## config.mk

```make
export PLATFORM = sky130hd
export DESIGN_NAME = uart8_rx_controller
export DESIGN_NICKNAME = d
export VERILOG_FILES = /design/src/rtl/uart8_rx_controller_pkg.sv /design/src/rtl/uart8_rx_controller_fifo.sv /design/src/rtl/uart8_rx_controller.sv
export SDC_FILE = /design/constraint.sdc
export NUM_CORES = 1
export LEC_CHECK = 0
export ABC_AREA = 1
export BUFFER_PORTS_ARGS = -buffer_cell sky130_fd_sc_hd__buf_2
export CAP_MARGIN = 20
export CORE_UTILIZATION = 55
export CTS_CLUSTER_DIAMETER = 40
export DETAILED_ROUTE_END_ITERATION = 16
export GPL_TIMING_DRIVEN = 0
export PLACE_DENSITY = 0.74
export SLEW_MARGIN = 15
export SYNTH_ARGS = -nofsm -noshare
export SYNTH_HDL_FRONTEND = slang
export SYNTH_SLANG_ARGS = --single-unit
```

## constraint.sdc

```tcl
create_clock -name clk -period 3.35 [get_ports clk]
set_input_delay 0.67 -clock clk [delete_from_list [all_inputs] [get_ports clk]]
set_output_delay 0.67 -clock clk [all_outputs]
set_load 0.01 [all_outputs]
```

## src/rtl/uart8_rx_controller_pkg.sv

```systemverilog
// ---------------------------------------------------------------------------
// uart8_rx_controller_pkg
// Shared types and helpers for the UART receive controller:
//   - ctrl_state_e : controller FSM encodings (OFF, RUN, RESTART)
//   - counter widths and saturation limits
//   - saturating increment helpers for the error counters
// ---------------------------------------------------------------------------
package uart8_rx_controller_pkg;

    typedef enum logic [1:0] {
        ST_OFF     = 2'd0,
        ST_RUN     = 2'd1,
        ST_RESTART = 2'd2
    } ctrl_state_e;

    localparam int         IDLE_CNT_W     = 10;
    localparam logic [7:0] ERR_COUNT_MAX  = 8'd255;
    localparam logic [3:0] CONS_COUNT_MAX = 4'd15;

    // Total error counter: holds at its maximum instead of wrapping.
    function automatic logic [7:0] sat_inc8(input logic [7:0] value);
        if (value == ERR_COUNT_MAX) begin
            return value;
        end else begin
            return value + 8'd1;
        end
    endfunction

    // Consecutive error counter: holds at its maximum instead of wrapping.
    function automatic logic [3:0] sat_inc4(input logic [3:0] value);
        if (value == CONS_COUNT_MAX) begin
            return value;
        end else begin
            return value + 4'd1;
        end
    endfunction

endpackage

```

## src/rtl/uart8_rx_controller_fifo.sv

```systemverilog
// ---------------------------------------------------------------------------
// uart8_rx_controller_fifo
// Synchronous first-word-fall-through FIFO with a registered head.
//   clk, rst : clock, asynchronous active-high reset
//   push     : write wdata (ignored when full unless popping in the same cycle)
//   wdata    : byte to store
//   pop      : remove the head entry (ignored when empty)
//   rdata    : registered head entry, zero whenever the FIFO is empty
//   valid    : FIFO holds at least one entry
//   full     : FIFO holds DEPTH entries
// A push into an empty FIFO shows up on rdata one cycle later; there is no
// combinational pass-through from wdata to rdata.
// ---------------------------------------------------------------------------
module uart8_rx_controller_fifo #(
    parameter int DEPTH = 4,
    parameter int WIDTH = 8
) (
    input  logic             clk,
    input  logic             rst,
    input  logic             push,
    input  logic [WIDTH-1:0] wdata,
    input  logic             pop,
    output logic [WIDTH-1:0] rdata,
    output logic             valid,
    output logic             full
);
    localparam int           AW      = $clog2(DEPTH);
    localparam logic [AW:0]  DEPTH_L = (AW + 1)'(DEPTH);

    logic [WIDTH-1:0] mem_r [DEPTH];
    logic [AW-1:0]    wr_ptr_r;
    logic [AW-1:0]    rd_ptr_r;
    logic [AW:0]      count_r;
    logic [AW:0]      count_next_s;
    logic [AW-1:0]    rd_ptr_next_s;
    logic             push_ok_s;
    logic             pop_ok_s;
    logic [WIDTH-1:0] head_next_s;
    logic [WIDTH-1:0] rdata_r;
    logic             valid_r;

    assign full      = (count_r == DEPTH_L);
    assign pop_ok_s  = pop && (count_r != {(AW + 1){1'b0}});
    // When full, a push is only accepted if the head leaves in the same cycle.
    assign push_ok_s = push && (!full || pop_ok_s);

    assign count_next_s  = count_r + (AW + 1)'(push_ok_s) - (AW + 1)'(pop_ok_s);
    assign rd_ptr_next_s = rd_ptr_r + AW'(pop_ok_s);

    // Next head value: empty gives zero; the slot being written this cycle
    // becomes the head only when it lands exactly at the new read pointer.
    always_comb begin
        head_next_s = {WIDTH{1'b0}};
        if (count_next_s == {(AW + 1){1'b0}}) begin
            head_next_s = {WIDTH{1'b0}};
        end else if (push_ok_s && (rd_ptr_next_s == wr_ptr_r)) begin
            head_next_s = wdata;
        end else begin
            head_next_s = mem_r[rd_ptr_next_s];
        end
    end

    // Storage array.
    always_ff @(posedge clk or posedge rst) begin
        if (rst) begin
            for (int i = 0; i < DEPTH; i++) begin
                mem_r[i] <= {WIDTH{1'b0}};
            end
        end else if (push_ok_s) begin
            mem_r[wr_ptr_r] <= wdata;
        end
    end

    // Pointers, occupancy and registered head/valid.
    always_ff @(posedge clk or posedge rst) begin
        if (rst) begin
            wr_ptr_r <= {AW{1'b0}};
            rd_ptr_r <= {AW{1'b0}};
            count_r  <= {(AW + 1){1'b0}};
            rdata_r  <= {WIDTH{1'b0}};
            valid_r  <= 1'b0;
        end else begin
            if (push_ok_s) begin
                wr_ptr_r <= wr_ptr_r + AW'(1'b1);
            end
            rd_ptr_r <= rd_ptr_next_s;
            count_r  <= count_next_s;
            rdata_r  <= head_next_s;
            valid_r  <= (count_next_s != {(AW + 1){1'b0}});
        end
    end

    assign rdata = rdata_r;
    assign valid = valid_r;

endmodule

```

## src/rtl/uart8_rx_controller.sv

```systemverilog
// ---------------------------------------------------------------------------
// uart8_rx_controller
// Sequencing and buffering controller for the 8-bit UART receiver, clocked
// by the 16x-oversampled rx clock.
//   clk, rst  : rx clock, asynchronous active-high reset
//   enable    : software enable for reception
//   clear     : clears err_count and overflow (wins over same-cycle updates)
//   rx_busy   : receiver busy, used only for idle timing
//   rx_done   : receiver done level (16 ticks per byte), one push per pulse
//   rx_err    : receiver error level, rising edges counted in RUN only
//   rx_out    : receiver parallel data, sampled on the rx_done rising edge
//   rx_en     : registered receiver enable
//   data/valid/ready : FIFO head with valid/ready handshake
//   idle      : one-tick pulse after a burst once the line stays quiet
//   overflow  : sticky, a byte was dropped on a full FIFO
//   err_count : saturating total of counted error edges
// ---------------------------------------------------------------------------
module uart8_rx_controller
    import uart8_rx_controller_pkg::*;
#(
    parameter int FIFO_DEPTH    = 4,
    parameter int ERR_LIMIT     = 3,
    parameter int RESTART_TICKS = 2,
    parameter int IDLE_TICKS    = 160
) (
    input  logic       clk,
    input  logic       rst,
    input  logic       enable,
    input  logic       clear,
    input  logic       rx_busy,
    input  logic       rx_done,
    input  logic       rx_err,
    input  logic [7:0] rx_out,
    output logic       rx_en,
    output logic [7:0] data,
    output logic       valid,
    input  logic       ready,
    output logic       idle,
    output logic       overflow,
    output logic [7:0] err_count
);
    localparam logic [3:0]            ERR_LIMIT_L     = 4'(ERR_LIMIT);
    localparam logic [3:0]            RESTART_TICKS_L = 4'(RESTART_TICKS);
    localparam logic [IDLE_CNT_W-1:0] IDLE_LAST_L     = IDLE_CNT_W'(IDLE_TICKS - 1);

    ctrl_state_e           state_r;
    ctrl_state_e           state_next_s;
    logic                  restart_load_s;
    logic [3:0]            restart_cnt_r;
    logic                  rx_en_r;
    logic                  done_prev_r;
    logic                  err_prev_r;
    logic                  done_edge_s;
    logic                  err_edge_s;
    logic                  in_run_s;
    logic                  push_s;
    logic                  err_hit_s;
    logic                  pop_s;
    logic                  fifo_full_s;
    logic                  fifo_valid_s;
    logic [7:0]            fifo_data_s;
    logic [3:0]            cons_err_r;
    logic [7:0]            err_count_r;
    logic                  overflow_r;
    logic [IDLE_CNT_W-1:0] idle_cnt_r;
    logic                  armed_r;
    logic                  idle_r;

    assign in_run_s    = (state_r == ST_RUN);
    assign done_edge_s = rx_done && !done_prev_r;
    assign err_edge_s  = rx_err && !err_prev_r;
    assign push_s      = done_edge_s && in_run_s;
    // Errors outside RUN are ignored: the level may persist across a restart.
    assign err_hit_s   = err_edge_s && in_run_s;
    assign pop_s       = fifo_valid_s && ready;

    // Next-state logic for the receiver sequencing FSM.
    always_comb begin
        state_next_s   = state_r;
        restart_load_s = 1'b0;
        case (state_r)
            ST_OFF: begin
                if (enable) begin
                    state_next_s = ST_RUN;
                end else begin
                    state_next_s = ST_OFF;
                end
            end
            ST_RUN: begin
                if (!enable) begin
                    state_next_s = ST_OFF;
                end else if (cons_err_r >= ERR_LIMIT_L) begin
                    state_next_s   = ST_RESTART;
                    restart_load_s = 1'b1;
                end else begin
                    state_next_s = ST_RUN;
                end
            end
            ST_RESTART: begin
                // Counter is loaded on entry, so leaving at 1 gives exactly
                // RESTART_TICKS cycles with rx_en low.
                if (restart_cnt_r <= 4'd1) begin
                    if (enable) begin
                        state_next_s = ST_RUN;
                    end else begin
                        state_next_s = ST_OFF;
                    end
                end else begin
                    state_next_s = ST_RESTART;
                end
            end
            default: begin
                state_next_s = ST_OFF;
            end
        endcase
    end

    // State register and registered receiver enable.
    always_ff @(posedge clk or posedge rst) begin
        if (rst) begin
            state_r <= ST_OFF;
            rx_en_r <= 1'b0;
        end else begin
            state_r <= state_next_s;
            rx_en_r <= (state_next_s == ST_RUN);
        end
    end

    // Restart hold-off counter.
    always_ff @(posedge clk or posedge rst) begin
        if (rst) begin
            restart_cnt_r <= 4'd0;
        end else if (restart_load_s) begin
            restart_cnt_r <= RESTART_TICKS_L;
        end else if ((state_r == ST_RESTART) && (restart_cnt_r != 4'd0)) begin
            restart_cnt_r <= restart_cnt_r - 4'd1;
        end
    end

    // Previous-value registers for rx_done / rx_err edge detection.
    always_ff @(posedge clk or posedge rst) begin
        if (rst) begin
            done_prev_r <= 1'b0;
            err_prev_r  <= 1'b0;
        end else begin
            done_prev_r <= rx_done;
            err_prev_r  <= rx_err;
        end
    end

    // Consecutive error count: cleared by a good byte or a restart.
    always_ff @(posedge clk or posedge rst) begin
        if (rst) begin
            cons_err_r <= 4'd0;
        end else if (restart_load_s || push_s) begin
            cons_err_r <= 4'd0;
        end else if (err_hit_s) begin
            cons_err_r <= sat_inc4(cons_err_r);
        end
    end

    // Saturating total error count and sticky overflow, both cleared by clear.
    always_ff @(posedge clk or posedge rst) begin
        if (rst) begin
            err_count_r <= 8'd0;
            overflow_r  <= 1'b0;
        end else if (clear) begin
            err_count_r <= 8'd0;
            overflow_r  <= 1'b0;
        end else begin
            if (err_hit_s) begin
                err_count_r <= sat_inc8(err_count_r);
            end
            if (push_s && fifo_full_s && !pop_s) begin
                overflow_r <= 1'b1;
            end
        end
    end

    // End-of-burst idle timer: armed by a push, disarmed by its pulse or by
    // leaving RUN, restarted whenever the receiver reports busy.
    always_ff @(posedge clk or posedge rst) begin
        if (rst) begin
            idle_cnt_r <= {IDLE_CNT_W{1'b0}};
            armed_r    <= 1'b0;
            idle_r     <= 1'b0;
        end else begin
            idle_r <= 1'b0;
            if (push_s) begin
                idle_cnt_r <= {IDLE_CNT_W{1'b0}};
                armed_r    <= 1'b1;
            end else if (!in_run_s) begin
                idle_cnt_r <= {IDLE_CNT_W{1'b0}};
                armed_r    <= 1'b0;
            end else if (rx_busy) begin
                idle_cnt_r <= {IDLE_CNT_W{1'b0}};
            end else if (armed_r) begin
                if (idle_cnt_r == IDLE_LAST_L) begin
                    idle_r     <= 1'b1;
                    armed_r    <= 1'b0;
                    idle_cnt_r <= {IDLE_CNT_W{1'b0}};
                end else begin
                    idle_cnt_r <= idle_cnt_r + {{(IDLE_CNT_W - 1){1'b0}}, 1'b1};
                end
            end
        end
    end

    uart8_rx_controller_fifo #(
        .DEPTH (FIFO_DEPTH),
        .WIDTH (8)
    ) u_fifo (
        .clk   (clk),
        .rst   (rst),
        .push  (push_s),
        .wdata (rx_out),
        .pop   (pop_s),
        .rdata (fifo_data_s),
        .valid (fifo_valid_s),
        .full  (fifo_full_s)
    );

    assign rx_en     = rx_en_r;
    assign data      = fifo_data_s;
    assign valid     = fifo_valid_s;
    assign idle      = idle_r;
    assign overflow  = overflow_r;
    assign err_count = err_count_r;

endmodule

```

# --- Word-level counts from Yosys, hierarchy flattened ---
# Index checks and enable logic that the tools add are counted.
word_totals:
  regBits: 82
  inputBits: 16
  output_inout_bits: 20
  elab_cells: 117
op_classes:
  addsub: 8
  magnitude_cmp: 5
  n_eq_ne: 12
  mux: 41
  n_bitwise: 2
  reduce_logical: 29
op_table:
  columns: ["op", "count"]
  rows:
  - ["$mux W8", 8]
  - ["$mux W10", 5]
  - ["$bwmux W32", 1]
  - ["$mux W4", 5]
  - ["$bmux W8 S2", 1]
  - ["$demux W8 S2", 1]
  - ["$mux W1", 16]
  - ["$logic_and A1 B1 Y1", 12]
  - ["$add A10 B1 Y10 const B", 1]
  - ["$eq A10 B8 Y1 const B", 1]
  - ["$add A8 B1 Y8 const B", 1]
  - ["$eq A8 B8 Y1 const B", 1]
  - ["$reduce_bool A2 Y1", 4]
  - ["$ge A3 B3 Y1 const B", 2]
  - ["$mux W2", 3]
  - ["$not A2 Y3", 2]
  - ["$pmux W2 S3", 1]
  - ["$reduce_bool A3 Y1", 2]
  - ["$add A4 B1 Y4 const B", 1]
  - ["$eq A2 B1 Y1 const B", 2]
  - ["$eq A4 B4 Y1 const B", 1]
  - ["$ge A4 B2 Y1 const B", 1]
  - ["$le A4 B1 Y1 const B", 1]
  - ["$logic_not A1 Y1", 4]
  - ["17 further kinds", 20]

# --- Depth between registers and ports, before layout ---
depth:
  depth_word: 9
  depth_mapped: 12
  mapped_depth_nobuf: 11

# --- Modules after synthesis ---
# Synthesis repeated with hierarchy kept, for this count alone.
hier_totals:
  cells_unflattened: 533
  area_unflattened_um2: 4254.1
modules_own_cells:
  columns: ["mod", "n_inst", "cells_per_inst", "area_per_inst_um2", "seq_area_each_um2"]
  rows:
  - ["uart8_rx_controller_fifo", 1, 271, 2292.2, 1201.2]
  - ["uart8_rx_controller", 1, 262, 1961.9, 850.8]

# --- Worst setup path before layout ---
# OpenSTA, ideal clock, no wires.
synth_timing:
  path_kind: "input to register"
  startpoint: "input port ready"
  endpoint: "register u_fifo.rdata_r[0] (netlist: u_fifo.rdata[0])"
  setup_time_ns: 0.117
  t_arrival_ns: 2.126
  t_required_ns: 3.233
  setup_slack_ns: 1.107
  path_stages: 10
  path_buffers: 0
  path_cell_list: "nand2_1 > nand3_1 > nand2_4 > inv_8 > ha_1 > fa_1 > xor2_1 > nand2_1 > nand2_1 > nor2_1"
synth_between:
  elab_cells_between_ends: 16
  cone_classes: "add/sub (3); eq/ne (1); mux (5); bitwise (1); reduce/logical (6)"
synth_rtl:
  columns: ["item", "line", "text"]
  rows:
  - ["from (decl)", "uart8_rx_controller.sv:37", "input logic ready,"]
  - ["$logic_and A1 B1 Y1 *", "uart8_rx_controller.sv:75", "assign pop_s = fifo_valid_s && ready;"]
  - ["$logic_and A1 B1 Y1 *", "uart8_rx_controller_fifo.sv:43", "assign pop_ok_s = pop && (count_r != {(AW + 1){1'b0}});"]
  - ["$logic_or A1 B1 Y1 *", "uart8_rx_controller_fifo.sv:45", "assign push_ok_s = push && (!full || pop_ok_s);"]
  - ["$logic_and A1 B1 Y1 *", "uart8_rx_controller_fifo.sv:45", null]
  - ["via u_fifo.push_ok_s", "uart8_rx_controller_fifo.sv:36", "logic push_ok_s;"]
  - ["$add A3 B1 Y3", "uart8_rx_controller_fifo.sv:47", "assign count_next_s = count_r + (AW + 1)'(push_ok_s) - (AW + 1)'(pop_ok_s);"]
  - ["$sub A3 B1 Y3", "uart8_rx_controller_fifo.sv:47", null]
  - ["$logic_not A3 Y1", "uart8_rx_controller_fifo.sv:54", "if (count_next_s == {(AW + 1){1'b0}}) begin"]
  - ["$mux W8 *", "uart8_rx_controller_fifo.sv:54", null]
  - ["via u_fifo.head_next_s[0]", "uart8_rx_controller_fifo.sv:38", "logic [WIDTH-1:0] head_next_s;"]
  - ["to (signal assigned)", "uart8_rx_controller_fifo.sv:80", "rdata_r <= {WIDTH{1'b0}};"]
  - ["to (signal assigned)", "uart8_rx_controller_fifo.sv:88", "rdata_r <= head_next_s;"]
  - ["to (decl)", "uart8_rx_controller_fifo.sv:39", "logic [WIDTH-1:0] rdata_r;"]
# Mark *: on every way through the listed nets, which the timed path passes. The rest lies on a longest branch. The select of a mux whose other input is x is not followed.
# A chain may end at the register's enable or synchronous reset.

# --- Worst setup path in the final report ---
layout_timing:
  startpoint: "register u_fifo.count_r[0]"
  endpoint: "register u_fifo.rdata_r[5] (netlist: u_fifo.rdata[5])"
layout_between:
  elab_cells_between_ends: 18
  cone_classes: "add/sub (3); eq/ne (2); mux (5); bitwise (1); reduce/logical (7)"
layout_rtl:
  columns: ["item", "line", "text"]
  rows:
  - ["from (decl)", "uart8_rx_controller_fifo.sv:33", "logic [AW:0] count_r;"]
  - ["from (signal assigned)", "uart8_rx_controller_fifo.sv:79", "count_r <= {(AW + 1){1'b0}};"]
  - ["from (signal assigned)", "uart8_rx_controller_fifo.sv:87", "count_r <= count_next_s;"]
  - ["$eq A3 B3 Y1 / $reduce_bool A3 Y1 (equally long branches)", "uart8_rx_controller_fifo.sv:42, uart8_rx_controller_fifo.sv:43", null]
  - ["$logic_not A1 Y1 / $logic_and A1 B1 Y1 (equally long branches)", "uart8_rx_controller_fifo.sv:45, uart8_rx_controller_fifo.sv:43", null]
  - ["$logic_or A1 B1 Y1 *", "uart8_rx_controller_fifo.sv:45", null]
  - ["$logic_and A1 B1 Y1 *", "uart8_rx_controller_fifo.sv:45", null]
  - ["via u_fifo.push_ok_s", "uart8_rx_controller_fifo.sv:36", null]
  - ["$add A3 B1 Y3", "uart8_rx_controller_fifo.sv:47", null]
  - ["$sub A3 B1 Y3", "uart8_rx_controller_fifo.sv:47", null]
  - ["$logic_not A3 Y1", "uart8_rx_controller_fifo.sv:54", null]
  - ["$mux W8 *", "uart8_rx_controller_fifo.sv:54", null]
  - ["via u_fifo.head_next_s[5]", "uart8_rx_controller_fifo.sv:38", null]
# Marks and branches as above.

==> metrics.md <==
| Metric | Value |
|---|---|
| DRT met1 WL | `about 4.1 mm` |
| Mapped Area | `roughly 4200 um^2` |
| Worst hold path class | `input port to asynchronous set/reset pin` |
| Core area | `about 7300 um^2` |
| Mapped Cells | `between 500 and 600` |
| Slowest CP cell | `dfrtp_1` |
| Yosys warns | `0` |
| Crit-path max cell delay | `just under 0.4 ns` |
| Via count | `around 3,300` |
| CP startpoint kind | `flip-flop` |
| WL met2 | `between 3 and 4 mm` |
| Initial Util | `between 50% and 60%` |
| Post-CTS setup buffer count | `0` |
| DRT iter0 DRCs | `approximately 150` |
| Total Routed Length | `a little over 8 mm` |
| Hold Fails Final Rpt | `0` |
| CTS tree | `done` |
| CTS buffer count | `9` |
| Status | `completed` |
| Cells on worst reg2reg path | `10` |
| Max Clk Rate | `around 0.44 GHz` |
| RR Endpoint | `u_fifo.rdata[5]` |
| Largest net degree at the start of global routing | `between 40 and 50` |
| Clk slew on worst S/H paths | `0.09 ns` |
| Vias in the first global route | `3,141` |
| Share of layout cells above drive strength 1 | `~17%` |
| Max IR drop VDD | `0.4060 mV` |
| Crit-path max FO | `9` |
| Req. time, crit path | `approximately 3.6 ns` |
| Yosys reg bits | `slightly above 80` |
| Clock skew | `about 0.016 ns` |
| Antenna Cells | `0` |
| Via density | `roughly 5` |
| Uppermost layer routed | `met4` |
| Clock tree sinks | `82` |
| DRC | `0` |
| Min Tclk post-route | `approximately 2.3 ns` |
| Multi-input gate area | `1866 um^2` |
| RR Startpoint | `u_fifo.count_r[0]` |
| GPL Wtd Cong | `between 0.8 and 0.9` |
| Initial antenna violation count | `0` |
| Final setup fails | `0` |
| # IOs | `36` |
| Root buf cell | `clkbuf_8` |
| Syn Nets | `539` |
| Cell Chain, Critical Path | `nor2_1, nand3_1, nand2_4, inv_8, ha_1, fa_1, xor2_1, nand2_1, nand2_1, nor2_1` |
| WL/cell | `12.23 um` |
| Clk buf depth | `2` |
| Routed length on met3 | `210 um` |
| Period utilization | `about 68%` |
| First-pass GRT wire length | `14.09 mm` |
| Worst reg-to-reg setup slack | `roughly 1.1 ns` |
| Final Power | `around 3900 uW` |
| Slew headroom | `between 60% and 70%` |
| Number of nets in the layout | `slightly below 600` |
| GRT Overall Usage | `~23%` |
| Post-synthesis sequential area ratio | `48.88%` |
| # rows | `31` |
| Power Density | `approximately 810 nW/um^2` |
| Unique cell type count in the Yosys netlist | `32` |
| RSZ-0062 raised after global routing | `false` |
| # fillers | `613` |
| Slew Viols, Final | `0` |
| Slew @ Worst Pin | `roughly 0.57 ns` |
| Post-CTS sizing | `0` |
| Die Ht | `about 89 um` |
| Drt pass-1 iters | `5` |
| Layout Area Growth over Synthesis | `13.65%` |
| Leak | `around 0.0025 uW` |
| Die width | `89.37 um` |
| Syn avg cell area | `around 8 um^2` |
| I/O Buffers | `35` |
| Kind of critical path | `flip-flop to flip-flop` |
| DP HPWL | `between 5 and 6 mm` |
| H-tree levels | `3` |
| Placed Cells | `approximately 640` |
| Total gr overflow | `0` |
| Register area | `2052 um^2` |
| Critical path arrival | `roughly 2.5 ns` |
| Hold bufs inserted after CTS | `0` |
| Max Cap Viol | `0` |
| Post-route insts no fill | `660` |
| Die ar. | `around 8000 um^2` |
| Critical Path End Type | `flip-flop` |
| Antenna-violating nets left | `0` |
| Worst-skew pair later-pin latency | `roughly 0.35 ns` |
worst max-delay path by stage:
stage                            from               to  slack (ns)  depth (start not counted)
finish              u_fifo.count_r[0]  u_fifo.rdata[5]        1.09                         10
global route        u_fifo.count_r[0]  u_fifo.rdata[5]        0.86                         10
CTS                 u_fifo.count_r[0]  u_fifo.rdata[5]        1.08                         10
detailed placement              ready  u_fifo.rdata[2]        0.74                         11
global placement                  rst  u_fifo.mem_r[2]       -0.38                          2
floorplan                         rst          armed_r        0.57                          1
kinds of logic (layout without fill, tap and decap cells):
kind of cell / after synthesis / count (layout) / synth area share [%]
flops: 82 / 82 / 48.88
fa+ha+maj: 14 / 14 / 4.352
compound gates: 78 / 78 / 10.61
xor+xnor: 10 / 10 / 2.087
simple gates: 262 / 262 / 27.39
buf+inv: 63 / 115 / 6.676
area by class of cell:
| type | count | share of cell area [%] |
|---|---|---|
| flip-flops and latches | 82 | 43.01 |
| repair buffers | 36 | 4.091 |
| inverters | 54 | 4.458 |
| clock inverters | 5 | 2.308 |
| clock buffers | 11 | 2.964 |
| multi-input cells | 364 | 39.10 |
| plain buffers | 9 | 1.469 |
| well taps | 99 | 2.596 |
worst max-delay path, delay by kind of cell (launching register included):
family / cells / cell delay [ns]
AND/OR/NAND/NOR: 6 / 0.91
XOR/XNOR: 1 / 0.20
flip-flops: 1 / 0.39
adder cells (fa/ha/maj): 2 / 0.59
buffers and inverters: 1 / 0.07
layout by cell type (no fill, tap or decap), drive strengths merged, types with 7 or more instances in the layout:
cell	n
o21ai	63
inv	54
or2	8
xor2	7
nand3	29
buf	45
nand2	154
ha	13
dfrtp	82
clkbuf	11
a21oi	8
nor2	59
per-layer routing:
layer  up-vias  track usage, %
met4         0           6.061
met1      1512           31.33
li1       1713               -
met3         6           4.432
met2        53           37.89
met5         -               0
state kept, by name, summed over array words and instances (netlist names):
signal / cells
restart_cnt_r: 4
done_prev_r: 1
err_prev_r: 1
u_fifo.mem_r: 32
state_r: 2
u_fifo.rd_ptr_r: 2
err_count: 8
u_fifo.valid: 1
rx_en: 1
overflow: 1
u_fifo.count_r: 3
idle: 1
idle_cnt_r: 10
cons_err_r: 4
u_fifo.wr_ptr_r: 2
armed_r: 1
u_fifo.rdata: 8
where the power goes:
part	switching, uW	total, uW	internal (uW)
registers	184	1500	1310
clock network	364	887	523
logic	911	1490	581
synth_stat cells:
cell | count | area [um^2]
o21ai_1 | 27 | 135.1
inv_8 | 1 | 11.26
dfrtp_1 | 82 | 2052
o211ai_1 | 1 | 7.510
xor2_1 | 7 | 61.31
o21ai_0 | 26 | 130.1
o31ai_1 | 1 | 7.510
nor3b_1 | 1 | 7.510
o21ai_2 | 10 | 87.58
nand4_1 | 5 | 31.28
o21a_1 | 3 | 22.52
nor2_4 | 2 | 22.52
nand2_1 | 146 | 548.0
buf_6 | 4 | 45.04
nor2_1 | 54 | 202.7
fa_1 | 1 | 20.02
nand2_4 | 6 | 67.56
nor2_2 | 3 | 18.77
nor3_4 | 1 | 16.27
or2_2 | 8 | 50.05
nand2_2 | 2 | 12.51
o21bai_1 | 2 | 15.01
inv_1 | 51 | 191.4
nand3_1 | 29 | 145.1
clkinv_1 | 1 | 3.750
inv_2 | 1 | 3.750
ha_1 | 13 | 162.7
nor3_1 | 4 | 20.02
xnor2_1 | 3 | 26.28
buf_2 | 5 | 25.02
a21oi_1 | 8 | 40.04
nand3b_1 | 1 | 7.510
through the flow:
step / setup WS [ns] / TNS [ns] / util [%] / instance area, um^2 / hold slack, ns
floorplan: 0.5716 / 0 / - / 4198 / 0.4351
global placement: -0.3816 / -30.93 / 61.34 / 4497 / 0.4551
detailed placement: 0.7446 / 0 / 61.65 / 4519 / 0.4605
CTS: 1.083 / 0 / 65.08 / 4771 / 0.3975
global route: 0.8591 / 0 / 65.08 / 4771 / 0.4148
finish: 1.086 / 0 / 65.08 / 4771 / 0.3845
Power figures use the tool's default switching activity.
